--- config.mk ---
export PLATFORM = sky130hd
export DESIGN_NAME = audio_stream_ctrl_flat
export DESIGN_NICKNAME = d
export VERILOG_FILES = /design/src/rtl/audio_stream_ctrl_if.sv /design/src/rtl/audio_stream_ctrl.sv /design/src/flat_wrapper.sv
export SDC_FILE = /design/constraint.sdc
export NUM_CORES = 1
export LEC_CHECK = 0
export BUFFER_PORTS_ARGS = -buffer_cell sky130_fd_sc_hd__buf_2
export CAP_MARGIN = 20
export CORE_ASPECT_RATIO = 0.5
export CORE_MARGIN = 5
export CORE_UTILIZATION = 30
export DETAILED_ROUTE_END_ITERATION = 8
export HOLD_SLACK_MARGIN = 0.12
export PLACE_DENSITY = 0.42
export REMOVE_ABC_BUFFERS = 1
export SKIP_LAST_GASP = 1
export SYNTH_ARGS = -nofsm -noshare
export SYNTH_HDL_FRONTEND = slang
export SYNTH_SLANG_ARGS = --single-unit
--- constraint.sdc ---
create_clock -name CLOCK_50 -period 5.8 [get_ports CLOCK_50]
set_clock_uncertainty 0.1 [all_clocks]
set_input_delay 0.58 -clock CLOCK_50 [delete_from_list [all_inputs] [get_ports CLOCK_50]]
set_output_delay 0.58 -clock CLOCK_50 [all_outputs]
set_load 0.02 [all_outputs]
--- src/rtl/audio_stream_ctrl_if.sv ---
`default_nettype none
// ============================================================================
//  Module   : audio_stream_ctrl_if
//  Purpose  : CODEC ADC-read / DAC-write handshake bundle. The controller
//             drives the strobes and DAC data (master); the CODEC drives the
//             ready flags and ADC data (slave).
//  Revision : 1.0 - initial release
// ============================================================================
interface audio_stream_ctrl_if #(
  parameter int DW = 24
);
  logic          read_ready;
  logic          write_ready;
  logic [DW-1:0] readdata_left;
  logic [DW-1:0] readdata_right;
  logic          read;
  logic          write;
  logic [DW-1:0] writedata_left;
  logic [DW-1:0] writedata_right;

  modport master (
    input  read_ready, write_ready, readdata_left, readdata_right,
    output read, write, writedata_left, writedata_right
  );

  modport slave (
    output read_ready, write_ready, readdata_left, readdata_right,
    input  read, write, writedata_left, writedata_right
  );
endinterface
`default_nettype wire

--- src/rtl/audio_stream_ctrl.sv ---
`default_nettype none
// ============================================================================
//  Module   : audio_stream_ctrl
//  Purpose  : Sequences single-cycle CODEC read/write strobes and buffers
//             stereo pairs in a small FIFO. Primes the FIFO before playback,
//             zero-fills starved DAC writes and counts overruns/underruns.
//  Revision : 1.0 - initial release
// ============================================================================
module audio_stream_ctrl #(
  parameter int DW          = 24,
  parameter int DEPTH       = 8,
  parameter int PRIME_LEVEL = 4
) (
  input  logic                     CLOCK_50,
  input  logic                     resetn,
  input  logic                     enable,
  audio_stream_ctrl_if.master      codec,
  output logic [$clog2(DEPTH):0]   fill_level,
  output logic [15:0]              overrun_count,
  output logic [15:0]              underrun_count,
  output logic [1:0]               state
);

  localparam int AW = $clog2(DEPTH);
  localparam int PW = AW + 1;
  localparam logic [PW-1:0] c_depth       = PW'(DEPTH);
  localparam logic [PW-1:0] c_prime_level = PW'(PRIME_LEVEL);

  typedef enum logic [1:0] {
    ST_IDLE  = 2'd0,
    ST_PRIME = 2'd1,
    ST_RUN   = 2'd2
  } state_t;

  state_t          state_q, state_d;
  logic            read_q, read_d;
  logic            write_q, write_d;
  logic [DW-1:0]   wdl_q, wdl_d, wdr_q, wdr_d;
  logic [PW-1:0]   wr_ptr_q, wr_ptr_d, rd_ptr_q, rd_ptr_d;
  logic [2*DW-1:0] mem_q [DEPTH];
  logic [2*DW-1:0] mem_d [DEPTH];
  logic [15:0]     ovr_q, ovr_d, und_q, und_d;

  logic [PW-1:0]   fill, fill_next;
  logic [2*DW-1:0] head;
  logic            active, empty, full;
  logic            wr_req, push, pop, push_ok, overrun, underrun;

  // FIFO status and the per-edge push/pop/overrun/underrun decisions
  always_comb begin
    fill      = wr_ptr_q - rd_ptr_q;
    empty     = (fill == '0);
    full      = (fill == c_depth);
    active    = enable && (state_q != ST_IDLE);
    head      = mem_q[rd_ptr_q[AW-1:0]];
    wr_req    = active && codec.write_ready && !write_q;
    pop       = wr_req && (state_q == ST_RUN) && !empty;
    underrun  = wr_req && (state_q == ST_RUN) && empty;
    // A pending read strobe means the pair is captured on this edge;
    // a full FIFO only accepts it when the head leaves on the same edge.
    push      = active && read_q;
    push_ok   = push && (!full || pop);
    overrun   = push && full && !pop;
    fill_next = (wr_ptr_q + PW'(push_ok)) - (rd_ptr_q + PW'(pop));
  end

  // Strobe generation, DAC data load, pointer and counter updates
  always_comb begin
    read_d   = active && codec.read_ready && !read_q;
    write_d  = wr_req;
    wdl_d    = wdl_q;
    wdr_d    = wdr_q;
    wr_ptr_d = wr_ptr_q + PW'(push_ok);
    rd_ptr_d = rd_ptr_q + PW'(pop);
    ovr_d    = ovr_q;
    und_d    = und_q;
    if (wr_req) begin
      // Look-ahead head: the popped pair is loaded on the pop edge itself.
      {wdl_d, wdr_d} = pop ? head : '0;
    end
    if (overrun && (ovr_q != 16'hFFFF)) ovr_d = ovr_q + 16'd1;
    if (underrun && (und_q != 16'hFFFF)) und_d = und_q + 16'd1;
    if (!enable) begin
      wr_ptr_d = '0;
      rd_ptr_d = '0;
    end
  end

  // FIFO storage write port
  always_comb begin
    mem_d = mem_q;
    if (push_ok) mem_d[wr_ptr_q[AW-1:0]] = {codec.readdata_left, codec.readdata_right};
  end

  // Sequencer: IDLE -> PRIME -> RUN, back to PRIME on underrun
  always_comb begin
    state_d = state_q;
    if (!enable) begin
      state_d = ST_IDLE;
    end else begin
      case (state_q)
        ST_IDLE:  state_d = ST_PRIME;
        ST_PRIME: if (fill_next >= c_prime_level) state_d = ST_RUN;
        ST_RUN:   if (underrun) state_d = ST_PRIME;
        default:  state_d = ST_IDLE;
      endcase
    end
  end

  // State register; asynchronous reset also kills any in-flight strobe
  always_ff @(posedge CLOCK_50 or negedge resetn) begin
    if (!resetn) begin
      state_q  <= ST_IDLE;
      read_q   <= 1'b0;
      write_q  <= 1'b0;
      wdl_q    <= '0;
      wdr_q    <= '0;
      wr_ptr_q <= '0;
      rd_ptr_q <= '0;
      ovr_q    <= '0;
      und_q    <= '0;
      for (int i = 0; i < DEPTH; i++) mem_q[i] <= '0;
    end else begin
      state_q  <= state_d;
      read_q   <= read_d;
      write_q  <= write_d;
      wdl_q    <= wdl_d;
      wdr_q    <= wdr_d;
      wr_ptr_q <= wr_ptr_d;
      rd_ptr_q <= rd_ptr_d;
      ovr_q    <= ovr_d;
      und_q    <= und_d;
      mem_q    <= mem_d;
    end
  end

  assign codec.read            = read_q;
  assign codec.write           = write_q;
  assign codec.writedata_left  = wdl_q;
  assign codec.writedata_right = wdr_q;
  assign fill_level            = fill;
  assign overrun_count         = ovr_q;
  assign underrun_count        = und_q;
  assign state                 = state_q;

endmodule
`default_nettype wire

--- src/flat_wrapper.sv ---
// flat-port wrapper written by rule: the top's interface ports become plain ports
module audio_stream_ctrl_flat 
#(
  parameter int DW          = 24,
  parameter int DEPTH       = 8,
  parameter int PRIME_LEVEL = 4
)
  (CLOCK_50, resetn, enable, fill_level, overrun_count, underrun_count, state, codec_read_ready, codec_write_ready, codec_readdata_left, codec_readdata_right, codec_read, codec_write, codec_writedata_left, codec_writedata_right);
  audio_stream_ctrl_if #(.DW(DW)) codec_i ();
  input  logic CLOCK_50;
  input  logic resetn;
  input  logic enable;
  output logic [$clog2(DEPTH):0] fill_level;
  output logic [15:0] overrun_count;
  output logic [15:0] underrun_count;
  output logic [1:0] state;
  input wire logic [$bits(codec_i.read_ready)-1:0] codec_read_ready;
  input wire logic [$bits(codec_i.write_ready)-1:0] codec_write_ready;
  input wire logic [$bits(codec_i.readdata_left)-1:0] codec_readdata_left;
  input wire logic [$bits(codec_i.readdata_right)-1:0] codec_readdata_right;
  output wire logic [$bits(codec_i.read)-1:0] codec_read;
  output wire logic [$bits(codec_i.write)-1:0] codec_write;
  output wire logic [$bits(codec_i.writedata_left)-1:0] codec_writedata_left;
  output wire logic [$bits(codec_i.writedata_right)-1:0] codec_writedata_right;
  assign codec_i.read_ready = codec_read_ready;
  assign codec_i.write_ready = codec_write_ready;
  assign codec_i.readdata_left = codec_readdata_left;
  assign codec_i.readdata_right = codec_readdata_right;
  assign codec_read = codec_i.read;
  assign codec_write = codec_i.write;
  assign codec_writedata_left = codec_i.writedata_left;
  assign codec_writedata_right = codec_i.writedata_right;
  audio_stream_ctrl #(.DW(DW), .DEPTH(DEPTH), .PRIME_LEVEL(PRIME_LEVEL)) u_core (.CLOCK_50(CLOCK_50), .resetn(resetn), .enable(enable), .codec(codec_i), .fill_level(fill_level), .overrun_count(overrun_count), .underrun_count(underrun_count), .state(state));
endmodule
==> flow_metrics.tcl, run 1 <==
set metrics [dict create \
    status "finished, final reports clean" \
    drcViolationCount 0 \
    drt-total-wl_microns 53800 \
    hp-class "primary input to flip-flop" \
    synth_seq_cells 476 \
    synthCells 1376 \
    clock.fmax_mhz 239 \
    p_leak_nw 12.1 \
    synthToLayoutAreaGrowth_pct 15.6 \
    cp_slowest_cell "ha_1" \
    multiInputGateArea_sq_mm 0.00869 \
    synth_top_area_frac 0.565 \
    hold_viol_final 0 \
    clk-insertion-delay-late_ps 590 \
    holdBufCountCts 2 \
    fp.dieArea_sq_mm 0.0760 \
    die_x_microns 385 \
    min_period_over_period 0.720 \
    synth-edff-count 0 \
    crit_type "flip-flop to flip-flop" \
    clockRootBuffer "clkbuf_16" \
    cts_tree "yes" \
    drt_first_iter_violations 540 \
    grt-ovfl-total 0 \
    setup_violations 0 \
    cp_cell_sequence "clkinv_2 > ha_1 > and3b_1 > nor3_2 > nor2_4 > o21ai_2 > inv_2 > ha_1 > ha_1 > xor2_1 > ha_1 > xnor3_1 > nor3b_1 > o2111ai_1 > and3_1" \
    post_cts_buffers 0 \
    ys.warnings.count 0 \
    antenna_found_initial 3 \
    cp_top_family "adder cells" \
    seq_area_frac_synth 0.565 \
    maxCapViolCount 0 \
    grt_max_degree 173 \
    cts.repair.resized 0 \
    clock-sinks 476 \
    postSynthAreaPerCell_sq_um 15.3 \
    wl_per_cell_microns 21.6 \
    tightestPinTransition_ps 1050 \
    layout-drive-gt1-share 0.425 \
    cts_buffer_depth 3 \
    fp.dieH_microns 197 \
    p_per_area_mw_per_mm2 309 \
    slew_violations 0 \
    grt_pass1_wl_microns 83800 \
    worst_ep_arrival_time_ps 4560 \
    critPathRequiredTime_ps 6180 \
    io_buffers 140 \
    cpMostUsedCell "ha_1" \
    ir_drop_uv 202 \
    firstDrtPassIters 4 \
    cp_max_fo 12 \
    regArea_sq_mm 0.0119 \
    viasPerCell 4.82 \
    cts_buffers 47 \
    clk_pin_slew_ps 70 \
    fin_ws_ps 1620 \
    yosysUniqueCellTypes 48 \
    dp_hpwl_microns 30700 \
    htree_num_levels 2 \
    cp-end-kind "flip-flop" \
    rsz0062_at_grt "false" \
    netlist_area_sq_mm 0.0211 \
    pre_cts_ws_ps 1620 \
    ant_nets 0 \
    core_sq_mm 0.0693 \
    start_kind "flip-flop" \
    async_flop_share 1.00 \
    pin_count 141 \
    grt_pass1_vias 13378 \
    setup_tns_ps 0 \
    ys.flop_type "dfrtp_1" \
    maxSlewHeadroom 0.297 \
    path_buf_inv 2 \
    nNetsFinal 1573 \
    num_rows 68 \
    period_needed_ps 4180 \
    gp_congestion 0.742 \
    num_vias 12005 \
    num-fill-cells 6604 \
    grt_use_total 0.143 \
    initial_utilization 0.304 \
    synth_top_cell_by_area "dfrtp_1" \
    ys_top_cells_by_area "dfrtp_1 (56%), mux2_2 (16%), mux4_2 (10%)" \
    max_stage_delay_ps 490 \
]
-- registers in the layout, indices dropped and copies added, names as in the netlist, 2 cells and up --
register                      flops
u_core.underrun_count            16
u_core.rd_ptr_q                   4
u_core.wr_ptr_q                   4
u_core.codec.writedata_right     24
u_core.overrun_count             16
u_core.state                      2
u_core.mem_q                    384
u_core.codec.writedata_left      24
-- final timing paths --
path / from / to / slack (ps) / cells past startpoint
worst max-delay path: u_core.rd_ptr_q[2] / u_core.state[1] / 1620 / 15
worst min register to register: u_core.codec.writedata_left[20] / u_core.codec.writedata_left[20] / 370 / 2
max in group asynchronous: resetn / u_core.codec.writedata_right[16] / 3720 / 3
worst min-delay path: codec_readdata_left[13] / u_core.mem_q[229] / 210 / 2
min in group asynchronous: resetn / u_core.overrun_count[11] / 470 / 2
worst max register to register: u_core.rd_ptr_q[2] / u_core.state[1] / 1620 / 15
-- per-layer routing --
metal / vias to the layer above / share of wire / GRT usage
li1: 5309 / - / -
met1: 6471 / 0.45 / 0.188
met2: 151 / 0.50 / 0.247
met3: 70 / 0.034 / 0.0261
met4: 4 / 0.019 / 0.0367
met5: - / 0.00050 / 0
-- cells by family (layout without fill, tap and decap cells) --
logic type                 after synthesis  in the layout  share of synthesized area
adders and majority gates               12             12                    0.00747
buffers and inverters                  101            270                     0.0254
and+or+nand+nor                        156            156                     0.0376
AOI/OAI and AO/OA                       66             66                     0.0183
other                                    0              2                          0
muxes                                  530            530                      0.331
DFF                                    476            476                      0.565
xor gates and xnor gates                35             35                     0.0152
-- layout make-up --
class	instances	share of cell area
Antenna cell	2	0.000205
Inverter	20	0.00313
Timing Repair Buffer	164	0.0388
Clock inverter	7	0.00364
Multi-Input combinational cell	799	0.357
Sequential cell	476	0.489
Tap cell	945	0.0485
Clock buffer	79	0.0602
-- per-stage QoR --
| step | hold WS, ps | utilization | total power, mW | instance area, sq um | instances |
|---|---|---|---|---|---|
| floorplan | 184 | - | 4.15 | 20600 | 1295 |
| global placement | 356 | 0.329 | 4.42 | 22800 | 2402 |
| detailed placement | 365 | 0.329 | 4.46 | 22800 | 2402 |
| CTS | 157 | 0.352 | 7.69 | 24400 | 2490 |
| global route | 191 | 0.352 | 7.88 | 24400 | 2491 |
| finish | 207 | 0.352 | 7.52 | 24400 | 2492 |
-- placed cells by master, fill, tap and decap left out, types with 18 or more instances in the layout --
cell type	n
buf_4	18
o21ai_0	50
clkbuf_16	49
nand2_1	68
mux2_1	80
mux2_2	305
xor2_1	18
dfrtp_1	474
mux4_2	96
mux2i_1	49
buf_2	139
-- synth_stat cells, drive strengths merged (16+ instances only) --
library cell,count
buf,54
clkbuf,27
dfrtp,476
inv,20
mux2,385
mux2i,49
mux4,96
nand2,68
nand3,17
nor2,16
o21ai,51
xnor2,16
xor2,18
-- power breakdown --
group	internal (mW)	leakage [nW]	switching, mW
Combinational	0.399	4.74	0.350
Clock	1.81	0.766	1.33
Sequential	3.52	6.55	0.109
Total	5.73	12.1	1.79
-- worst reg2reg max path: stages (launching register included) --
cell	delay, ps
dfrtp_1	400
clkinv_2	320
ha_1	490
and3b_1	230
nor3_2	310
nor2_4	70
o21ai_2	220
inv_2	140
ha_1	230
ha_1	190
xor2_1	210
ha_1	180
xnor3_1	370
nor3b_1	220
o2111ai_1	170
and3_1	200
(Power assumes the default switching activity.)
==> run 2, diff against run 1 <==
--- a/config.mk
+++ b/config.mk
@@ -12,7 +12,7 @@
 export CORE_UTILIZATION = 30
 export DETAILED_ROUTE_END_ITERATION = 8
 export HOLD_SLACK_MARGIN = 0.12
-export PLACE_DENSITY = 0.42
+export PLACE_DENSITY = 0.44
 export REMOVE_ABC_BUFFERS = 1
 export SKIP_LAST_GASP = 1
 export SYNTH_ARGS = -nofsm -noshare
==> constraint.sdc (replaced) <==
create_clock -name CLOCK_50 -period 3.5 [get_ports CLOCK_50]
set_clock_uncertainty 0.1 [all_clocks]
set_input_delay 0.35 -clock CLOCK_50 [delete_from_list [all_inputs] [get_ports CLOCK_50]]
set_output_delay 0.35 -clock CLOCK_50 [all_outputs]
set_load 0.02 [all_outputs]
==> run 2 against run 1 <==
Sequential cell count is the same. Total power grew 66%. Sequential share of layout area fell by 1.8 points. Largest power group unchanged.
==> flow_metrics.tcl, run 2 (synthesis gave the netlist of run 1 again) <==
set metrics [dict create \
    hold_viol_final 0 \
    cp_cell_sequence "inv_2 > ha_4 > inv_2 > fa_2 > xor2_2 > nor3_2 > buf_4 > a21o_2 > inv_1 > ha_2 > ha_4 > xnor2_2 > ha_2 > xnor3_1 > nor3b_2 > o2111ai_2 > and3_1" \
    critPathRequiredTime_ps 3870 \
    min_period_over_period 0.966 \
    final_common_cell "dfrtp_1" \
    cp_slowest_cell "dfrtp_1" \
    maxSlewHeadroom 0.247 \
    num_rows 68 \
    synthToLayoutAreaGrowth_pct 20.0 \
    fin_ws_ps 120 \
    dp_hpwl_microns 31400 \
    regMostFlops "u_core.mem_q" \
    setup_violations 0 \
    drt_first_iter_violations 541 \
    dr_wl_met3_microns 1880 \
    io_buffers 140 \
    drt-total-wl_microns 55000 \
    drcViolationCount 0 \
    cts_buffers 48 \
    die_x_microns 385 \
    gp_congestion 0.722 \
    layout-drive-gt1-share 0.438 \
    tightestPinTransition_ps 1130 \
    p_per_area_mw_per_mm2 493 \
    setup_tns_ps 0 \
    path_buf_inv 4 \
    max_stage_delay_ps 390 \
    final_cells 2567 \
    worst_ep_arrival_time_ps 3750 \
    antenna_found_initial 0 \
    ant_nets 0 \
    cp_max_fo 2 \
    final_area_sq_mm 0.0253 \
    ir_drop_uv 314 \
    dpl.cell_count 2426 \
    regArea_sq_mm 0.0119 \
    m1WireLength_microns 24300 \
    grt-ovfl-total 0 \
    mostFrequentLayoutCells "dfrtp_1 (474), mux2_2 (305), buf_2 (139), mux4_2 (96), mux2_1 (80)" \
    grt_max_degree 98 \
    cp_top_family "adder cells" \
    num_vias 12397 \
    clock-sinks 476 \
    wl_per_cell_microns 21.4 \
    firstDrtPassIters 4 \
    clockRootBuffer "clkbuf_16" \
    fp.dieH_microns 197 \
    pin_count 141 \
    nNetsFinal 1654 \
    clk-insertion-delay-late_ps 590 \
    period_needed_ps 3380 \
    fp.dieArea_sq_mm 0.0760 \
    p_leak_nw 12.4 \
    hp-class "primary input to async pin" \
    cts_buffer_depth 3 \
    htree_num_levels 2 \
    grt_pass1_wl_microns 85500 \
    grt_use_total 0.146 \
    maxCapViolCount 0 \
    status "finished, final reports clean" \
    clock.fmax_mhz 296 \
    initial_utilization 0.304 \
    cp-end-kind "flip-flop" \
    grt_pass1_vias 13842 \
    cts_tree "yes" \
    postPlaceCellArea_sq_mm 0.0231 \
    met2_length_microns 27500 \
    crit_type "flip-flop to flip-flop" \
    pre_cts_ws_ps -230 \
    top_layer "met4" \
    viasPerCell 4.83 \
    insertedDiodeCount 0 \
    multiInputGateArea_sq_mm 0.00879 \
    clk_pin_slew_ps 70 \
    num-fill-cells 6518 \
    slew_violations 0 \
    core_sq_mm 0.0693 \
    start_kind "flip-flop" \
    largest_reg_flops 384 \
]
==> run 2: final cells by class <==
type                       count  share of cell area
inverter                      20             0.00297
sequential                   476               0.471
multi-input combinational    799               0.348
tap                          945              0.0467
timing repair buffer         244              0.0706
clock buffer                  65              0.0532
clock inverter                18             0.00786
==> run 2: path summary, 6_finish.rpt <==
path / startpoint / endpoint / slack, ps / depth (start not counted)
worst max register to register: u_core.wr_ptr_q[0] / u_core.state[1] / 120 / 17
worst min-delay path: resetn / u_core.overrun_count[7] / 250 / 2
worst max-delay path: u_core.wr_ptr_q[0] / u_core.state[1] / 120 / 17
min in group CLOCK_50: u_core.codec.writedata_right[17] / u_core.codec.writedata_right[17] / 370 / 2
max in group asynchronous: resetn / u_core.mem_q[219] / 2000 / 3
worst min register to register: u_core.codec.writedata_right[17] / u_core.codec.writedata_right[17] / 370 / 2
==> run 2: routing by layer <==
metal  vias to the layer above  global-route usage
met4                         0              0.0374
met5                         -                   0
met1                      6700               0.189
met3                        83              0.0276
li1                       5465                   -
met2                       149               0.252
==> run 2: timing repair <==
action,CTS,global route
endpoints found under the setup margin,2,2
gates resized for setup,8,15
buffers inserted,3,2
hold buffers,53,0
cloned,0,0
hold endpoints to repair,471,0
pin swaps,7,13
==> run 2: stage by stage <==
step | hold slack (ps) | power, mW | utilization
2_1_floorplan | -45.6 | 6.88 | -
3_3_place_gp | 291 | 7.30 | 0.333
3_5_place_dp | 307 | 7.38 | 0.333
4_1_cts | 250 | 12.7 | 0.363
5_1_grt | 291 | 13.1 | 0.365
6_report | 254 | 12.5 | 0.365
==> run 2: worst register-to-register path, cell delays in order (launching register included) <==
cell and delay (ps):
dfrtp_1 390, inv_2 80, ha_4 130, inv_2 30, fa_2 340, xor2_2 160
nor3_2 240, buf_4 150, a21o_2 120, inv_1 40, ha_2 180, ha_4 170
xnor2_2 170, ha_2 200, xnor3_1 230, nor3b_2 190, o2111ai_2 150, and3_1 190
==> run 2: where the power goes <==
part           switching (mW)  internal [mW]  leakage, nW
Sequential              0.180           5.84         6.55
Clock                    2.26           2.92        0.748
Combinational           0.574          0.717         5.13
Total                    3.01           9.47         12.4
==> run 3, diff against run 2 <==
--- a/config.mk
+++ b/config.mk
@@ -7,12 +7,14 @@
 export LEC_CHECK = 0
 export BUFFER_PORTS_ARGS = -buffer_cell sky130_fd_sc_hd__buf_2
 export CAP_MARGIN = 20
+export CELL_PAD_IN_SITES_DETAIL_PLACEMENT = 1
+export CELL_PAD_IN_SITES_GLOBAL_PLACEMENT = 1
 export CORE_ASPECT_RATIO = 0.5
 export CORE_MARGIN = 5
-export CORE_UTILIZATION = 30
+export CORE_UTILIZATION = 45
 export DETAILED_ROUTE_END_ITERATION = 8
 export HOLD_SLACK_MARGIN = 0.12
-export PLACE_DENSITY = 0.44
+export PLACE_DENSITY = 0.71
 export REMOVE_ABC_BUFFERS = 1
 export SKIP_LAST_GASP = 1
 export SYNTH_ARGS = -nofsm -noshare
==> run 3 against run 2 <==
Maximum frequency shrank 5.1%. First-iteration DRC count shrank 3.3%. Via count grew 1.2%. Global-route usage grew 6.6 points. Register-to-register slack lost 180 ps. The run now ends with negative setup slack left. Utilization grew 17 points.
==> flow_metrics.tcl, run 3 (synthesis gave the netlist of run 1 again) <==
set metrics [dict create \
    maxCapViolCount 0 \
    num-fill-cells 4464 \
    period_needed_ps 3560 \
    clk_pin_slew_ps 70 \
    ir_drop_uv 380 \
    grt_pass1_vias 14693 \
    timing.rr.end "u_core.state[1]" \
    synthToLayoutAreaGrowth_pct 18.4 \
    core_sq_mm 0.0466 \
    regMostFlops "u_core.mem_q" \
    postPlaceCellArea_sq_mm 0.0228 \
    grt_pass1_wl_microns 85700 \
    crit_type "flip-flop to flip-flop" \
    initial_utilization 0.453 \
    r2r_setup_slack_ps -60 \
    setup_violations 1 \
    largest_reg_flops 384 \
    num_vias 12550 \
    cts_tree "yes" \
    htree_num_levels 2 \
    pin_count 141 \
    worst_ep_arrival_time_ps 3920 \
    viasPerCell 5.53 \
    wl_per_cell_microns 23.3 \
    cts_buffers 44 \
    layout-drive-gt1-share 0.437 \
    hp-start "codec_write_ready" \
    status "finished, violations left" \
    final_area_sq_mm 0.0250 \
    cts_buffer_depth 3 \
    endpoint "u_core.state[1]" \
    p_switching_mw 2.91 \
    drt_first_iter_violations 523 \
    clock-sinks 476 \
    comb_power_share 0.107 \
    slew_violations 0 \
    antenna_found_initial 0 \
    seq_power_share 0.493 \
    ant_nets 0 \
    fp.dieArea_sq_mm 0.0516 \
    r2r_start "u_core.rd_ptr_q[0]" \
    dp_hpwl_microns 32100 \
    cp_max_fo 2 \
    p_leak_nw 12.4 \
    cp-end-kind "flip-flop" \
    hp-class "primary input to flip-flop" \
    final_common_cell "dfrtp_1" \
    fin_ws_ps -62.0 \
    p_per_area_mw_per_mm2 490 \
    ff2ff_path_depth 15 \
    tightestPinTransition_ps 1100 \
    firstDrtPassIters 4 \
    maxSlewHeadroom 0.268 \
    mostFrequentLayoutCells "dfrtp_1 (474), mux2_2 (305), buf_2 (139), mux4_2 (96), mux2_1 (80)" \
    grt_max_degree 86 \
    gp_congestion 0.785 \
    pre_cts_ws_ps -464 \
    power_mw 12.2 \
    p_int_mw 9.32 \
    grt_use_total 0.211 \
    rsz0062_at_grt "true" \
    clk-insertion-delay-late_ps 560 \
    grt-ovfl-total 0 \
    clockRootBuffer "clkbuf_16" \
    min_period_over_period 1.02 \
    die_x_microns 316 \
    swShare 0.238 \
    clockPowerShare 0.400 \
    clock.fmax_mhz 281 \
    num_rows 56 \
    fp.dieH_microns 163 \
    nNetsFinal 1660 \
    critPathRequiredTime_ps 3860 \
    io_buffers 140 \
    hold_viol_final 0 \
    drcViolationCount 0 \
    start_kind "flip-flop" \
    crit_start "u_core.rd_ptr_q[0]" \
    violations "negative setup slack" \
    drt-total-wl_microns 53000 \
]
## run 3: cell types whose count changed in the layout (fill, tap and decap cells not counted), moves of 2 or more
cell	change
clkinvlp_4	-2
ha_2	-3
nand3_2	-3
nand3_4	+3
clkinv_4	+2
clkbuf_16	-3
buf_4	+9
clkbuf_1	+3
xor2_2	-2
clkbuf_8	+3
clkinv_2	-2
ha_4	+2
buf_12	+2
## run 3: what timing repair did
action                                  in CTS  in global routing
hold buffers                                52                  0
setup buffers                                4                  6
hold endpoints to repair                   472                  0
pin swaps                                   13                  9
gates resized for setup                     20                  4
endpoints found under the setup margin       2                 41
## run 3: per-layer routing
metal / GRT usage / wire length, microns
met1: 0.270 / 22500
met2: 0.388 / 28000
met4: 0.0491 / 1000
met3: 0.0268 / 1440
met5: 0 / 0
## run 3: final cells by class
cell class / instances / area (sq um) / share of cell area
Clock buffer: 68 / 1320 / 0.0530
Sequential cell: 476 / 11900 / 0.477
Multi-Input combinational cell: 799 / 8830 / 0.354
Timing Repair Buffer: 254 / 1880 / 0.0755
Clock inverter: 13 / 138 / 0.00551
Antenna cell: 1 / 2.50 / 0.000100
Tap cell: 638 / 798 / 0.0320
Inverter: 20 / 76.3 / 0.00306
## run 3: metrics by stage
| stage | std cells | hold slack, ps | TNS (ps) | util |
|---|---|---|---|---|
| 2_1_floorplan | 1295 | -45.6 | -1831230 | - |
| 3_3_place_gp | 2125 | 265 | -81.3 | 0.489 |
| 3_5_place_dp | 2125 | 292 | -800 | 0.489 |
| 4_1_cts | 2262 | 129 | -65.7 | 0.534 |
| 5_1_grt | 2268 | 195 | -374 | 0.536 |
| 6_report | 2269 | 164 | -62.0 | 0.536 |
## run 3: power groups by stage
| stage | clock [mW] | sequential (mW) | combinational [mW] |
|---|---|---|---|
| floorplan | 0 | 6.09 | 0.789 |
| global placement | 0 | 6.08 | 1.19 |
| detailed placement | 0 | 6.13 | 1.26 |
| CTS | 5.02 | 6.03 | 1.33 |
| global route | 5.27 | 6.06 | 1.45 |
| finish | 4.90 | 6.03 | 1.30 |
## run 3: worst min path at each step
| stage | endpoint | slack (ps) | depth (start not counted) |
|---|---|---|---|
| final | u_core.state[0] | 160 | 5 |
| after global routing | u_core.state[0] | 190 | 5 |
| after CTS | u_core.state[0] | 130 | 5 |
| after detailed placement | u_core.overrun_count[2] | 290 | 1 |
| after global placement | u_core.overrun_count[0] | 260 | 1 |
| after floorplan | u_core.codec.read | -50 | 0 |
## run 3: critical path: stages, from the launching register on
cell and delay, ps:
dfrtp_4 500, ha_4 170, inv_2 50, fa_2 460
nor3_4 230, nand2_1 110, o21ai_2 180, inv_2 70
ha_4 170, ha_4 170, xor2_4 190, ha_2 230
xnor3_1 260, nor3b_2 210, o2111ai_2 160, and3_1 200
